File: src/rtl/store_buffer_pkg.sv
// store_buffer_pkg: shared defaults and flush FSM encoding for the store buffer.
package store_buffer_pkg;
  localparam int SB_DEPTH = 4;
  localparam int SB_AW = 8;
  localparam int SB_DW = 8;
  localparam logic ST_RUN = 1'b0;
  localparam logic ST_FLUSH = 1'b1;
endpackage

File: src/rtl/sb_fwd_match.sv
// sb_fwd_match: youngest valid buffered entry whose address matches the load address.
module sb_fwd_match #(
  parameter int DEPTH = 4,
  parameter int AW = 8,
  parameter int DW = 8
) (
  input  logic [DEPTH-1:0][AW-1:0]     ent_addr,
  input  logic [DEPTH-1:0][DW-1:0]     ent_data,
  input  logic [DEPTH-1:0]             valid,
  input  logic [$clog2(DEPTH)-1:0]     oldest,
  input  logic [AW-1:0]                cpu_addr,
  output logic                         hit,
  output logic [DW-1:0]                fwd_data
);
  localparam int PW = $clog2(DEPTH);
  // walk oldest to youngest so the last match left standing is the youngest
  always_comb begin
    hit = 1'b0;
    fwd_data = '0;
    for (int i = 0; i < DEPTH; i++) begin
      if (valid[PW'(oldest + PW'(i))] && ent_addr[PW'(oldest + PW'(i))] == cpu_addr) begin
        hit = 1'b1;
        fwd_data = ent_data[PW'(oldest + PW'(i))];
      end
    end
  end
endmodule

File: src/rtl/store_buffer.sv
// store_buffer: FIFO of pending stores drained to SRAM, with load forwarding and sync flush.
module store_buffer
  import store_buffer_pkg::*;
#(
  parameter int DEPTH = SB_DEPTH,
  parameter int AW = SB_AW,
  parameter int DW = SB_DW
) (
  input  logic          clk,
  input  logic          rst,
  input  logic [AW-1:0] cpu_addr,
  input  logic [DW-1:0] cpu_wdata,
  input  logic          cpu_we,
  input  logic          cpu_re,
  input  logic          sync,
  output logic [DW-1:0] cpu_rdata,
  output logic          breq,
  output logic [AW-1:0] mem_addr,
  output logic [DW-1:0] mem_wdata,
  output logic          mem_we,
  input  logic [DW-1:0] mem_rdata
);
  localparam int PW = $clog2(DEPTH);
  localparam int CW = PW + 1;
  logic [PW-1:0] head_q, head_d, tail_q, tail_d;
  logic [CW-1:0] count_q, count_d;
  logic state_q, state_d;
  logic [DEPTH-1:0][AW-1:0] addr_q, addr_d;
  logic [DEPTH-1:0][DW-1:0] data_q, data_d;
  logic [DEPTH-1:0] valid;
  logic flushing, push, pop, hit;
  logic [DW-1:0] fwd_data;
  // a sync request stalls the processor in the very cycle it arrives, so nothing slips in ahead of the drain
  always_comb begin
    flushing = state_q == ST_FLUSH || (sync && count_q != '0);
    breq = (cpu_we && count_q == CW'(DEPTH)) || (flushing && (cpu_we || cpu_re));
    push = cpu_we && !breq;
    pop = rst && count_q != '0 && (!cpu_re || flushing);
    mem_we = pop;
    mem_addr = pop ? addr_q[head_q] : cpu_addr;
    mem_wdata = data_q[head_q];
    cpu_rdata = hit ? fwd_data : mem_rdata;
    head_d = head_q + PW'(pop);
    tail_d = tail_q + PW'(push);
    count_d = count_q + CW'(push) - CW'(pop);
    state_d = flushing && count_d != '0 ? ST_FLUSH : ST_RUN;
    addr_d = addr_q;
    data_d = data_q;
    if (push) begin
      addr_d[tail_q] = cpu_addr;
      data_d[tail_q] = cpu_wdata;
    end
    for (int j = 0; j < DEPTH; j++) valid[j] = CW'(PW'(PW'(j) - head_q)) < count_q;
  end
  sb_fwd_match #(.DEPTH(DEPTH), .AW(AW), .DW(DW)) u_fwd (
    .ent_addr(addr_q),
    .ent_data(data_q),
    .valid(valid),
    .oldest(head_q),
    .cpu_addr(cpu_addr),
    .hit(hit),
    .fwd_data(fwd_data)
  );
  always_ff @(posedge clk) begin
    if (!rst) begin
      head_q <= '0;
      tail_q <= '0;
      count_q <= '0;
      state_q <= ST_RUN;
    end else begin
      head_q <= head_d;
      tail_q <= tail_d;
      count_q <= count_d;
      state_q <= state_d;
    end
  end
  always_ff @(posedge clk) begin
    addr_q <= addr_d;
    data_q <= data_d;
  end
endmodule

File: config.mk
export PLATFORM = sky130hd
export DESIGN_NAME = store_buffer
export DESIGN_NICKNAME = d
export VERILOG_FILES = /design/src/rtl/store_buffer_pkg.sv /design/src/rtl/sb_fwd_match.sv /design/src/rtl/store_buffer.sv
export SDC_FILE = /design/constraint.sdc
export NUM_CORES = 1
export LEC_CHECK = 0
export ABC_AREA = 1
export CORE_MARGIN = 2
export CORE_UTILIZATION = 47
export DETAILED_ROUTE_END_ITERATION = 6
export MAX_ROUTING_LAYER = met4
export PLACE_DENSITY = 0.69
export SLEW_MARGIN = 20
export SYNTH_ARGS = -nofsm -noshare
export SYNTH_HDL_FRONTEND = slang
export SYNTH_SLANG_ARGS = --single-unit
File: constraint.sdc
create_clock -name clk -period 6.15 [get_ports clk]
set_input_delay 0.615 -clock clk [delete_from_list [all_inputs] [get_ports clk]]
set_output_delay 0.615 -clock clk [all_outputs]
set_load 0.01 [all_outputs]
==> impl_metrics.ini <==
[status]
outcome = finished with violations
violations = DRC

[worst_setup_path]
slowest_delay_ns = 0.64
cp_common_cell = nand2_1
cp-end-kind = output pin
worst-endpoint-arrival_ns = 4.13
crit_type = reg -> out
crit_required_ns = 5.53
path_cells = buf_4 > nand2_1 > nand2_4 > ha_1 > inv_1 > nor2_1 > nand2_1 > nand3_1 > nand3_1 > nand2_1 > inv_1 > nand3_1 > nor2_4 > nor2_2 > a21oi_2 > nand2_1 > nand2_1 > clkdlybuf4s50_1
critPathSlowestCell = buf_4
path_max_fanout = 92
startpoint_type = register

[clock_network]
h-tree-depth = 3
clock_tree.root_cell = clkbuf_16
cts_sinks = 72
cts_setup_buffers = 0
cts_resized = 0
clk_pin_slew_worst_paths_ns = 0.05
cts_tree = yes
postCtsHoldBufs = 0
clk_latency_ns = 0.35
clockBufferDepth = 2
cts_buffers = 9

[synth]
synth_compound_area_share_pct = 7.70
ys.flop_type = edfxtp_1
synth_top_family_by_area = simple AND/OR/NAND/NOR gates
syn_inst = 809
synth-simple-area-share_pct = 40.5
synthAdderAreaFrac_pct = 2.23
synth_xor_area_share_pct = 0.651
post-synth-top-count-cell = nand2_1
yosysUniqueCellTypes = 26
syn_area_per_cell_um2 = 6.65
ys_seq_area_share_pct = 38.7
synth-edff-count = 64
synth_top_area_share_pct = 35.7
synth_fp_nets = 847
synthesis.area_mm2 = 0.00538
synth_top_area_cell = edfxtp_1
muxShareOfSynthArea_pct = 0
async_flop_share_pct = 0
yosys_warnings = 0
ys_ff_latch = 72
synthTopCellsByCount = nand2_1 (355), nand3_1 (113), inv_1 (82)
synthTopCellsByArea = edfxtp_1 (36%), nand2_1 (25%), nand3_1 (11%)

[route]
ant_nets = 0
via_per_inst = 5.38
wl_um = 14000
routed-via-count = 5346
drt_iter0_drc = 424
drc = 1
first_pass_iters = 7
wl_per_cell_um = 14.0

[sta]
hold_violations = 0
setup_viol_count_final = 0
slew_viol_final = 0
clock_skew_ns = 0.00706
fmaxAchievable_mhz = 211
period_share_pct = 77.2
finalSetupTns_ns = 0
slew_headroom_pct = 37.8
timing.final.crit_period_ns = 4.75
worstMarginPinSlew_ns = 0.932
rsz0062_at_grt = false

[power]
power_density_mw_per_mm2 = 411
vdd_ir_drop_max_mv = 0.321
leakagePower_uw = 0.00295

[grt]
antenna_found_initial = 0
grt_max_degree = 93
gr-total-overflow = 0
grt_pass1_wl_um = 22900
grtUsageTotal_pct = 23.7
grt_pass1_vias = 4944

[die]
die_area_mm2 = 0.0123
dieWidth_um = 111
fp.dieH_um = 111
coreArea_mm2 = 0.0113
num_rows = 39
io_pins = 55
floorplan.initialDensity_pct = 47.7

[place]
io_buffers = 54
gp_congestion = 0.910
hpwl_um = 9870

[flow_run]
drv_cap = 0

[final_layout]
nets = 884
antennaDiodeCount = 0
syn_to_final_growth_pct = 15.9
layout-drive-gt1-share_pct = 4.70
final_util_pct = 55.3

[hold_path]
hp-class = reg -> reg
-- area by class of cell --
class	count	area, um2
Clock buffer	10	229
Clock inverter	6	60.1
Fill cell	1066	5040
Inverter	86	323
Multi-Input combinational cell	616	2770
Sequential cell	72	2080
Tap cell	143	179
Timing Repair Buffer	61	593
-- kinds of logic (layout without fill, tap and decap cells) --
logic type,count (synthesis),after routing
simple gates,521,521
buf+inv,121,163
compound gates,82,82
flops,72,72
fa+ha+maj,9,9
xor+xnor,4,4
-- where the power goes --
group          leakage (uW)  internal (uW)  total [uW]  switching (uW)
combinational       0.00216            469        1370             904
sequential         0.000650            626         675            48.2
clock              0.000138            312         515             204
total               0.00295           1410        2560            1160
-- routing by layer --
metal  global-route usage [%]  up-vias  routed length, um
met5                        -        -                  0
li1                         -     2695                  -
met4                     11.3        0                435
met1                     28.8     2437               6190
met2                     38.9      175               6590
met3                     3.66       39                746
-- sequential cells by signal, summed over array words and instances, names as in the netlist --
signal and count:
state_q 1, tail_q 2, data_q 32, addr_q 32
count_q 3, head_q 2
-- cell usage in the layout, fill, tap and decap left out, types with 3 or more instances in the layout --
master	instances
clkbuf_16	9
o21ai_0	73
clkinv_2	3
nand2_4	3
clkdlybuf4s50_1	54
ha_1	8
nor3_2	4
buf_4	7
dfxtp_1	7
nand3_1	113
edfxtp_1	64
inv_2	4
inv_1	82
nand2_1	355
nand4_1	10
nor3_1	3
nor2_1	27
o21ai_1	5
a21oi_1	3
-- metrics by stage --
step	area [um2]	power, uW	std cells	setup WS [ns]	hold slack, ns
3_3_place_gp	5950	1990	978	1.96	0.552
3_5_place_dp	5950	2040	978	1.82	0.561
2_1_floorplan	5380	1680	809	2.93	0.528
4_1_cts	6230	2560	994	1.45	0.577
5_1_grt	6230	2790	994	1.10	0.615
6_report	6230	2560	994	1.40	0.575
-- critical path, delay by kind of cell, from the launching register on --
family / cells / cell delay (ns)
and+or+nand+nor: 12 / 1.62
buffers and inverters: 4 / 1.29
DFF: 1 / 0.33
adders and majority gates: 1 / 0.30
AOI/OAI and AO/OA: 1 / 0.24
-- final timing paths --
path / from / end / slack, ns / cells past startpoint
max: head_q[0] / cpu_rdata[4] / 1.40 / 18
min: state_q / state_q / 0.57 / 2
max reg2reg: count_q[2] / state_q / 2.95 / 14
min reg2reg: state_q / state_q / 0.57 / 2
No activity file was read; power rests on OpenSTA's default activity.
